### src/rtl/pc_unit.sv
// pc_unit: fetch-address register with jump/call/return/trap handling and a
// circular return-address stack. Requests resolve by fixed priority, one per
// cycle: trap, stall, ret, call, jmp, incr, hold.
module pc_unit #(
    parameter int unsigned     bits      = 32,
    parameter int unsigned     isize     = 2,
    parameter int unsigned     depth     = 4,
    parameter logic [bits-1:0] resetaddr = '0,
    parameter logic [bits-1:0] trapaddr  = bits'('h100)
) (
    input  logic            clk,
    input  logic            rstn,
    input  logic            stall,
    input  logic            incr,
    input  logic            jmp,
    input  logic            call,
    input  logic            ret,
    input  logic            trap,
    input  logic [bits-1:0] jaddr,
    output logic [bits-1:0] addr,
    output logic [bits-1:0] epc,
    output logic            ras_empty,
    output logic            ras_full,
    output logic            ras_ovf,
    output logic            ras_unf
);

    localparam int unsigned     PW    = $clog2(depth);
    localparam logic [bits-1:0] STEP  = bits'(1) << isize;
    localparam logic [PW:0]     FULLC = (PW + 1)'(depth);

    logic [bits-1:0] addr_q, addr_d;
    logic [bits-1:0] epc_q,  epc_d;
    logic [PW-1:0]   top_q,  top_d;
    logic [PW:0]     cnt_q,  cnt_d;
    logic            ovf_q,  ovf_d;
    logic            unf_q,  unf_d;
    logic            push;
    logic [bits-1:0] link;
    logic [bits-1:0] ras_q [depth];

    assign link = addr_q + STEP;

    // Next-state selection by request priority; trap overrides stall.
    always_comb begin
        addr_d = addr_q;
        epc_d  = epc_q;
        top_d  = top_q;
        cnt_d  = cnt_q;
        ovf_d  = ovf_q;
        unf_d  = unf_q;
        push   = 1'b0;
        if (trap) begin
            epc_d  = addr_q;
            addr_d = trapaddr;
        end else if (!stall) begin
            if (ret) begin
                if (cnt_q != '0) begin
                    addr_d = ras_q[top_q];
                    top_d  = top_q - PW'(1);
                    cnt_d  = cnt_q - (PW + 1)'(1);
                end else begin
                    // Empty stack: fall back to the supplied target.
                    addr_d = jaddr;
                    unf_d  = 1'b1;
                end
            end else if (call) begin
                // Pointer wraps modulo depth, so a full stack overwrites its oldest entry.
                push   = 1'b1;
                top_d  = top_q + PW'(1);
                addr_d = jaddr;
                if (cnt_q == FULLC) begin
                    ovf_d = 1'b1;
                end else begin
                    cnt_d = cnt_q + (PW + 1)'(1);
                end
            end else if (jmp) begin
                addr_d = jaddr;
            end else if (incr) begin
                addr_d = link;
            end
        end
    end

    // Control and address registers, cleared asynchronously.
    always_ff @(posedge clk or negedge rstn) begin
        if (!rstn) begin
            addr_q <= resetaddr;
            epc_q  <= '0;
            top_q  <= '0;
            cnt_q  <= '0;
            ovf_q  <= 1'b0;
            unf_q  <= 1'b0;
        end else begin
            addr_q <= addr_d;
            epc_q  <= epc_d;
            top_q  <= top_d;
            cnt_q  <= cnt_d;
            ovf_q  <= ovf_d;
            unf_q  <= unf_d;
        end
    end

    // Return-address storage; contents are don't-care after reset.
    always_ff @(posedge clk) begin
        if (push) begin
            ras_q[top_d] <= link;
        end
    end

    assign addr      = addr_q;
    assign epc       = epc_q;
    assign ras_empty = (cnt_q == '0);
    assign ras_full  = (cnt_q == FULLC);
    assign ras_ovf   = ovf_q;
    assign ras_unf   = unf_q;

endmodule

### config.mk
export PLATFORM = sky130hd
export DESIGN_NAME = pc_unit
export DESIGN_NICKNAME = d
export VERILOG_FILES = /design/src/rtl/pc_unit.sv
export SDC_FILE = /design/constraint.sdc
export NUM_CORES = 1
export LEC_CHECK = 0
export BUFFER_PORTS_ARGS = -buffer_cell sky130_fd_sc_hd__buf_2
export CAP_MARGIN = 15
export CORE_MARGIN = 2
export CORE_UTILIZATION = 45
export CTS_CLUSTER_DIAMETER = 100
export DETAILED_ROUTE_END_ITERATION = 10
export PLACE_DENSITY = 0.72
export SLEW_MARGIN = 15
export SYNTH_ARGS = -nofsm -noshare
export SYNTH_HDL_FRONTEND = slang
export SYNTH_SLANG_ARGS = --single-unit
### constraint.sdc
create_clock -name clk -period 4 [get_ports clk]
set_clock_uncertainty 0.15 [all_clocks]
set_input_delay 0.8 -clock clk [delete_from_list [all_inputs] [get_ports clk]]
set_output_delay 0.8 -clock clk [all_outputs]
set_load 0.02 [all_outputs]
==> out/metrics.sh, run 1 <==
STATUS='finished, final reports clean'
SYNTHESIS.NETS=677
DESIGN.PORTCOUNT=108
POWER.SWITCHING_mW=1.93
AREA_DELTA_SYNTH_FINAL_PCT=15.9
DIE-AREA_UM2=20900
CRIT-REG2REG-LAUNCH='addr[2]'
CRITICAL_PATH_LAUNCH_POINT_TYPE='flop'
CTS_HOLD_REPAIR.BUFFERS=0
POST_DRT_WL_PER_CELL_UM=21.1
CTS_INSERTED_BUFFERS=17
DRT-INITIAL-DRC-COUNT=569
TIMING.CRITICAL_PATH.MODE_CELL='and3_1'
LARGEST_NET_DEGREE_AT_THE_START_OF_GLOBAL_ROUTING=72
FINAL_LAYOUT_SIZE_SUFFIX_GT1_FRAC=0.322
STANDARD_CELL_CORE_AREA_UM2=19500
SEQUENTIAL_SHARE_OF_THE_SYNTHESIZED_AREA=0.631
FINALNETCOUNT=778
YOSYS_WARNINGS=0
SYNTH_TOP_AREA_FRAC=0.432
SETUP.REG_TO_REG.WORST_SLACK_NS=1.34
POWER.SEQUENTIAL.FRACTION=0.472
INSERTION_DELAY_NS=0.44
SYNTH-EDFF-COUNT=128
LAYOUT_SETUP_WS_NS=1.34
FIN_TNS_SETUP_NS=0
POSTCTSSETUPBUFFERS=0
POWER_SWITCHING_SHARE=0.326
POWER_PER_CELL_AREA_nW_PER_UM2=572
FIN_MAX_SLEW_VIOS=0
CRITPATHBUFINV=0
END_KIND='flop'
CTS_ROOT_BUFFER='clkbuf_16'
YS_FF_LATCH=199
GRT_PASS1_WL_UM=33100
PRE_CTS_WS_NS=1.04
CTS_SINKS=199
CRIT_PATH_MAX_FANOUT=8
ROWS=51
FP.DIEH_UM=145
DIE_EXTENT_IN_X_UM=145
ANTENNA_LEFT=0
MOSTFREQUENTLAYOUTCELLS='128 x edfxtp_1, 106 x buf_2, 70 x dfrtp_1'
ANTENNA_FOUND_INITIAL=0
SYNTH-MAIN-FF-CELL='edfxtp_1'
POST_SYNTHESIS_CELL_COUNT=635
NUM_ANTENNA_CELLS=0
HOLD_PATH.STARTPOINT='ras_ovf'
DRC=0
IO_BUFFERS=107
WORST-ENDPOINT-ARRIVAL_NS=2.83
TRITONCTS_CLOCK_TREE='yes'
NUM_VIAS=5938
DRT-TOTAL-WL_UM=21400
TIMING_WORST_SLEW_PIN_VALUE_NS=1.10
WORST_SLEW_MARGIN_RELATIVE_TO_ITS_LIMIT=0.264
FINALWORSTPATHREQUIREDPERIOD_NS=2.66
CLOCK.FMAX_MHz=376
SETUP_VIOLATIONS=0
ASYNC_FLOP_SHARE=0.357
POST_SYNTHESIS_CELL_TYPE_COUNT=59
OVERALL_TRACK_DEMAND_OVER_CAPACITY_IN_GLOBAL_ROUTING=0.212
SETUP.WORST_PATH.START='addr[2]'
INTERNAL-POWER_mW=3.98
VIASPERCELL=5.86
TIMING_WORST_SETUP_PATH_TYPE='reg -> reg'
CTS_RESIZED=0
FLOORPLAN.INITIALDENSITY=0.457
SYNTH_AREA_UM2=8900
CTS.HTREE.LEVELS=4
P_LEAK_nW=4.10
WORSTPATHCELLLIST='ha_1, and3_1, and3_1, nand3_1, o211a_1, a221o_1'
HP-CLASS='reg -> reg'
CP.REQUIRED_NS=4.17
LAYOUT_WORST_PATH_CYCLE_SHARE=0.665
LAYOUT.CELLS.MOST_COMMON='edfxtp_1'
SYNTH_LARGEST_AREA_CELL='edfxtp_1'
MAX_CAP_VIOLATIONS=0
CLOCK_PATH_BUFFERS=2
HOLD_VIOL_FINAL=0
GRT_PASS1_VIAS=5889
GP_CONGESTION=0.867
CLOCK_POWER_SHARE=0.283
VDD_IR_DROP_MAX_mV=0.348
DRTPASS1ITERATIONS=7
GRT_REMAINING_OVERFLOW=0
CRITPATHSLOWESTCELL='dfrtp_1'
WORST_HOLD_SLACK_NS=0.310
WORST_SETUP_HOLD_PATH_CLK_SLEW_NS=0.08
SHARE_COMB_OF_TOTAL_POWER=0.245
MAX_STAGE_DELAY_NS=0.53
RSZ0062_AT_GRT='no'
CRITICAL_PATH.TOP_DELAY_FAMILY='simple AND/OR/NAND/NOR gates'
AVGSYNTHCELLAREA_UM2=14.0
SYNTHTOPCELLSBYAREA='edfxtp_1 43%, dfrtp_1 20%, mux4_2 8.1%, mux2_2 4.0%, nor3_1 3.0%'
DP.FINAL_HPWL_UM=14300
## routing by layer
layer,part of all wire,vias to the layer above,GRT usage
li1,-,2630,-
met1,0.42,2986,0.295
met2,0.49,297,0.342
met3,0.076,25,0.0414
met4,0.015,0,0.0649
met5,0,-,0
## state kept, by name, indices dropped and copies added (netlist names)
register / flops
ras_unf: 1
addr: 32
cnt_q: 3
epc: 32
ras_ovf: 1
ras_q: 128
top_q: 2
## final cells by class
type                       count  area, µm²
fill                        1642       9150
sequential                   199       5620
multi-input combinational    382       3050
timing repair buffer         126        693
clock buffer                  18        450
tap                          265        332
clock inverter                14        131
inverter                      10       37.5
## power by group through the flow
stage / clock (mW) / combinational, mW / sequential, mW
floorplan: 0 / 1.03 / 2.77
global placement: 0 / 1.41 / 2.81
detailed placement: 0 / 1.45 / 2.83
CTS: 1.69 / 1.46 / 2.78
global route: 1.78 / 1.57 / 2.82
finish: 1.67 / 1.45 / 2.78
## synth_stat cells, types with 9 or more instances
library cell  instances
nor2_1               48
a21o_1               10
mux2_2               32
nand2_1              27
mux4_2               32
dfrtp_1              71
and3_1                9
nor3_1               54
o21ai_0              32
xor2_1               10
nand3_1              18
inv_1                10
a21oi_1              12
a22o_1               13
buf_2                22
xnor2_1              19
edfxtp_1            128
## logic make-up after synthesis
group / share of synthesized area
DFF: 0.631
and+or+nand+nor: 0.110
AOI/OAI and AO/OA: 0.0745
muxes: 0.121
buffers and inverters: 0.0304
xor gates and xnor gates: 0.0285
adders and majority gates: 0.00365
## path summary, 6_finish.rpt
kind / endpoint / cells past startpoint
worst max-delay path: addr[20] / 6
worst min-delay path: ras_ovf / 1
worst max register to register: addr[20] / 6
worst min register to register: ras_ovf / 1
max in group asynchronous: top_q[0] / 1
min in group asynchronous: epc[31] / 1
## through the flow
step / cell area, µm² / power, mW / util / instances
after detailed placement: 9730 / 4.28 / 0.500 / 982
after floorplan: 8910 / 3.80 / - / 635
final: 10300 / 5.90 / 0.530 / 1014
after CTS: 10300 / 5.93 / 0.530 / 1014
after global placement: 9730 / 4.22 / 0.500 / 982
after global routing: 10300 / 6.17 / 0.530 / 1014
No activity file was read; power rests on OpenSTA's default activity.
==> run 2, diff against run 1 <==
- clock period: 4 -> 2.4 ns (I/O delays scaled with it)
==> run 2 against run 1 <==
  * Hold slack worse by 0.16 ns
  * Sequential share of layout area down 1.8 points
  * Count of clock-buffer cells in the layout down 1
  * Cell area up 3.5%
  * Wire length up 4.6%
  * Final cell count up 2.3%
  * Critical path depth down 2
  * Largest cell class unchanged
==> out/metrics.sh, run 2 (synthesized netlist as in run 1, its figures left out) <==
FINISH.UTILIZATION=0.549
SETUP.REG_TO_REG.WORST_SLACK_NS=0.23
NUM-FILL-CELLS=1542
HP-CLASS='in -> reg'
INSERTION_DELAY_NS=0.44
POWER_PER_CELL_AREA_nW_PER_UM2=958
TIMING_WORST_SETUP_PATH_TYPE='reg -> reg'
STATUS='finished, final reports clean'
VDD_IR_DROP_MAX_mV=0.574
MAX_STAGE_DELAY_NS=0.54
R2R-END='ras_q[1][31]'
HOLD_PATH.STARTPOINT='jaddr[1]'
AREA_DELTA_SYNTH_FINAL_PCT=19.9
FINALWORSTPATHREQUIREDPERIOD_NS=2.17
CTS_ROOT_BUFFER='clkbuf_16'
CRITICAL_PATH_LAUNCH_POINT_TYPE='flop'
DIE_EXTENT_IN_X_UM=145
CLOCK.FMAX_MHz=460
WORST-ENDPOINT-ARRIVAL_NS=2.25
NUM_ANTENNA_CELLS=0
GRT_PASS1_VIAS=6040
END_KIND='flop'
CRITPATHSLOWESTCELL='dfrtp_1'
MAX_CAP_VIOLATIONS=0
POST_DRT_WL_PER_CELL_UM=21.6
CP.REQUIRED_NS=2.48
LAYOUT_WORST_PATH_CYCLE_SHARE=0.905
SETUP_VIOLATIONS=0
NUM_VIAS=6115
DRT-INITIAL-DRC-COUNT=645
NUMBER_OF_CELLS_ON_THE_WORST_HOLD_PATH=3
GRT_PASS1_WL_UM=34700
DP.FINAL_HPWL_UM=14800
FP.DIEH_UM=145
CLOCK_PATH_BUFFERS=2
LAYOUT.CELLS.MOST_COMMON='edfxtp_1'
CTS.HTREE.LEVELS=4
FLOORPLAN.INITIALDENSITY=0.457
HOLD_VIOL_FINAL=0
CRIT_PATH_MAX_FANOUT=8
MOSTFREQUENTLAYOUTCELLS='128 x edfxtp_1, 106 x buf_2, 70 x dfrtp_1'
FINALNETCOUNT=801
WORST_SLEW_MARGIN_RELATIVE_TO_ITS_LIMIT=0.638
IO_BUFFERS=107
LARGEST_REG_BY_FF_COUNT='ras_q'
WORST_SETUP_HOLD_PATH_CLK_SLEW_NS=0.07
P_LEAK_nW=4.26
ROWS=51
DRT-TOTAL-WL_UM=22400
LARGEST_REGISTER_FFS=128
DRC=0
REG2REG_DEPTH=4
VIASPERCELL=5.90
HOLD-PATH-ENDPOINT='addr[1]'
DESIGN.PORTCOUNT=108
CTS_INSERTED_BUFFERS=17
CTS_SINKS=199
OVERALL_TRACK_DEMAND_OVER_CAPACITY_IN_GLOBAL_ROUTING=0.226
FINAL_LAYOUT_SIZE_SUFFIX_GT1_FRAC=0.345
FIN_MAX_SLEW_VIOS=0
LARGEST_NET_DEGREE_AT_THE_START_OF_GLOBAL_ROUTING=40
STANDARD_CELL_CORE_AREA_UM2=19500
GRT_REMAINING_OVERFLOW=0
LAYOUT_SETUP_WS_NS=0.228
PRE_CTS_WS_NS=0.176
TRITONCTS_CLOCK_TREE='yes'
CRIT-REG2REG-LAUNCH='addr[23]'
RSZ0062_AT_GRT='no'
WORSTPATHCELLLIST='nand4_1, or2_2, nor4_4, xor2_1'
GP_CONGESTION=0.882
TIMING_WORST_SLEW_PIN_VALUE_NS=0.542
ANTENNA_FOUND_INITIAL=0
DRTPASS1ITERATIONS=5
POST-LAYOUT-TOTAL-POWER_mW=10.2
DIE-AREA_UM2=20900
ANTENNA_LEFT=0
[run 2: cell count changes in the layout (fill, tap and decap cells not counted), moves of 2 or more]
| cell | before | now |
|---|---|---|
| buf_12 | 1 | 13 |
| buf_4 | 19 | 29 |
| bufinv_16 | 0 | 3 |
| clkinv_2 | 1 | 4 |
| clkinv_8 | 2 | 0 |
| clkinvlp_4 | 0 | 4 |
| inv_4 | 4 | 0 |
| inv_8 | 3 | 0 |
| nor2_2 | 2 | 0 |
| nor2_4 | 0 | 2 |
[run 2: report_power, final]
group,internal (mW),switching [mW]
Sequential,4.07,0.353
Combinational,1.29,1.60
Clock,1.64,1.28
[run 2: layer usage]
metal / GRT usage / share of wire / wire length (µm)
met1: 0.325 / 0.43 / 9600
met2: 0.350 / 0.47 / 10500
met3: 0.0377 / 0.077 / 1720
met4: 0.0802 / 0.025 / 561
met5: 0 / 0 / 0
[run 2: worst max path at each step]
stage / cells past startpoint / start / slack, ns / end
3_5_place_dp: 7 / call / 0.18 / addr[5]
5_1_grt: 4 / addr[23] / 0.1 / ras_q[1][31]
4_1_cts: 2 / cnt_q[1] / 0.23 / ras_empty
2_1_floorplan: 4 / trap / -0.006 / ras_q[2][0]
3_3_place_gp: 7 / call / 0.21 / addr[20]
6_report: 4 / addr[23] / 0.23 / ras_q[1][31]
[run 2: area by class of cell]
type	count	area (µm²)	area share
inverters	10	37.5	0.00352
repair buffers	149	1020	0.0954
clock buffers	17	425	0.0399
clock inverters	15	175	0.0164
multi-input cells	382	3070	0.287
well taps	265	332	0.0311
flip-flops and latches	199	5620	0.527
[run 2: critical path: cells and delay by family, from the launching register on]
kind,cells,cell delay [ns]
flip-flops,1,0.54
AND/OR/NAND/NOR,3,0.95
XOR/XNOR,1,0.32
[run 2: metrics by stage]
step                cell area, µm²  hold slack, ns  cells  setup TNS [ns]
floorplan                     8940          0.0344    635          -0.200
global placement             10100           0.285   1004               0
detailed placement           10100           0.295   1004               0
CTS                          10700           0.138   1037               0
global route                 10700           0.160   1037               0
finish                       10700           0.151   1037               0
[run 2: what timing repair did]
action / CTS / global route
resized for setup: 0 / 0
hold buffers: 1 / 0
setup buffers: 0 / 0
setup endpoints to repair: 0 / 0
hold endpoints to repair: 32 / 0
==> run 3, diff against run 2 <==
--- a/config.mk
+++ b/config.mk
@@ -9,3 +9,2 @@
 export CAP_MARGIN = 15
-export CORE_MARGIN = 2
 export CORE_UTILIZATION = 45
--- a/constraint.sdc
+++ b/constraint.sdc
@@ -4,2 +4,2 @@
 set_output_delay 0.48 -clock clk [all_outputs]
-set_load 0.02 [all_outputs]
+set_load 0.05 [all_outputs]
==> run 3 against run 2 <==
  * First-iteration DRC count fell by 18%
  * Count of clock-buffer cells in the layout unchanged
  * Sequential cell count unchanged
  * Final cell count hardly changed
  * Utilization rose by 0.15 points
  * Largest power group unchanged
==> out/metrics.sh, run 3 (synthesized netlist as in run 1, its figures left out) <==
AREA_DELTA_SYNTH_FINAL_PCT=19.9
SETUP_VIOLATIONS=0
NUM_ANTENNA_CELLS=0
GRT_PASS1_WL_UM=34400
DP.FINAL_HPWL_UM=14600
CRITICAL_PATH_LAUNCH_POINT_TYPE='flop'
FINALWORSTPATHREQUIREDPERIOD_NS=2.28
GLOBAL_ROUTE.PEAK_USAGE_LAYER='met2'
LAYOUT_WORST_PATH_CYCLE_SHARE=0.948
LARGEST_NET_DEGREE_AT_THE_START_OF_GLOBAL_ROUTING=39
CRIT-REG2REG-LAUNCH='addr[2]'
CP.DEPTH=2
TRITONCTS_CLOCK_TREE='yes'
CTS.HTREE.LEVELS=4
GRT_UTIL_MET3=0.0433
CP.REQUIRED_NS=1.77
GRT_PASS1_VIAS=6087
FIN_TNS_SETUP_NS=0
GRT_REMAINING_OVERFLOW=0
CRITPATHBUFINV=1
LARGEST_REGISTER_FFS=128
P_LEAK_nW=4.26
MOSTFREQUENTLAYOUTCELLS='128 x edfxtp_1, 106 x buf_2, 66 x dfrtp_1'
OVERALL_TRACK_DEMAND_OVER_CAPACITY_IN_GLOBAL_ROUTING=0.229
FIN_MAX_SLEW_VIOS=0
FLOORPLAN.INITIALDENSITY=0.459
ANTENNA_FOUND_INITIAL=0
CRIT_PATH_MAX_FANOUT=8
REG2REG_DEPTH=6
DRT-INITIAL-DRC-COUNT=526
CLOCK_PATH_BUFFERS=2
MAX_CAP_VIOLATIONS=0
POST_DRT_WL_PER_CELL_UM=21.3
IO_BUFFERS=107
GR-USAGE-MET1=0.317
DRT-TOTAL-WL_UM=22200
CTS_ROOT_BUFFER='clkbuf_16'
SETUP.REG_TO_REG.WORST_SLACK_NS=0.20
NUM_VIAS=6148
FINISH.INSTANCE_AREA_UM2=10700
FINALNETCOUNT=802
DIE-AREA_UM2=20300
DIE_EXTENT_IN_X_UM=143
FINAL_CELLS=1038
POWER_PER_CELL_AREA_nW_PER_UM2=999
INSERTION_DELAY_NS=0.44
HOLD_VIOL_FINAL=0
END_KIND='primary output'
DRTPASS1ITERATIONS=4
LARGEST_REG_BY_FF_COUNT='ras_q'
VIASPERCELL=5.92
HOLD_PATH.STARTPOINT='jaddr[1]'
SETUP.WORST_PATH.START='cnt_q[0]'
STANDARD_CELL_CORE_AREA_UM2=19400
WORST_SETUP_HOLD_PATH_CLK_SLEW_NS=0.07
DRC=0
DESIGN.PORTCOUNT=108
POST-LAYOUT-TOTAL-POWER_mW=10.7
PLACEDCELLCOUNT=1005
ANTENNA_LEFT=0
R2R-END='addr[20]'
VDD_IR_DROP_MAX_mV=0.624
HP-CLASS='in -> reg'
TIMING_WORST_SETUP_PATH_TYPE='reg -> out'
CRITICAL_PATH.TOP_DELAY_FAMILY='flip-flops'
STATUS='finished, final reports clean'
CRITPATHSLOWESTCELL='dfrtp_1'
TIMING_WORST_SLEW_PIN_VALUE_NS=0.537
CLOCK.FMAX_MHz=439
LAYOUT.CELLS.MOST_COMMON='edfxtp_1'
RSZ0062_AT_GRT='no'
POSTCTSSETUPBUFFERS=0
WORST-ENDPOINT-ARRIVAL_NS=1.65
FP.DIEH_UM=143
CTS_SINKS=199
WORST_SETUP_PATH_ENDPOINT='ras_empty'
ROWS=51
WORSTPATHCELLLIST='nor3_1, buf_2'
MAX_STAGE_DELAY_NS=0.50
GRT.MET2_USAGE=0.361
CTS_INSERTED_BUFFERS=17
PLACE_AREA_UM2=10100
GP_CONGESTION=0.829
FINAL_LAYOUT_SIZE_SUFFIX_GT1_FRAC=0.351
WORST_SLEW_MARGIN_RELATIVE_TO_ITS_LIMIT=0.642
==> run 3: what timing repair did <==
| action | in CTS | in global routing |
|---|---|---|
| resized for setup | 0 | 0 |
| hold buffers | 1 | 0 |
| hold endpoints to repair | 33 | 0 |
==> run 3: layout make-up <==
type | instances | area [µm²]
clock buffer | 17 | 425
clock inverter | 15 | 161
fill | 1600 | 8730
inverter | 10 | 37.5
multi-input combinational | 382 | 3070
sequential | 199 | 5630
tap | 265 | 332
timing repair buffer | 150 | 1010
==> run 3: metrics by stage <==
stage               setup WS (ns)  hold WS, ns   util
floorplan                0.000163       0.0344      -
detailed placement          0.177        0.291  0.519
CTS                         0.105        0.133  0.550
finish                      0.124        0.148  0.550
global route              0.00630        0.136  0.550
global placement            0.214        0.284  0.519
==> run 3: metal layers <==
layer,vias to the layer above,wire length [µm]
met5,-,0
met2,291,10700
li1,2680,-
met3,27,1630
met1,3150,9390
met4,0,387
==> run 3: how the worst min path moves through the flow <==
| stage | cells past startpoint | slack (ns) | end |
|---|---|---|---|
| after floorplan | 0 | 0.03 | addr[0] |
| after global placement | 1 | 0.28 | ras_ovf |
| after detailed placement | 1 | 0.29 | ras_ovf |
| after CTS | 3 | 0.13 | addr[1] |
| after global routing | 3 | 0.14 | addr[1] |
| final | 3 | 0.15 | addr[1] |
==> run 3: worst reg2reg max path, delay by kind of cell (launching register included) <==
| kind | cells | cell delay [ns] |
|---|---|---|
| fa+ha+maj | 1 | 0.17 |
| flops | 1 | 0.42 |
| compound gates | 2 | 0.52 |
| simple gates | 3 | 0.82 |
==> run 3: power by group <==
group	leakage [nW]	internal [mW]	switching, mW
sequential	2.09	4.07	0.352
clock	0.292	1.48	1.36
combinational	1.88	1.27	2.13
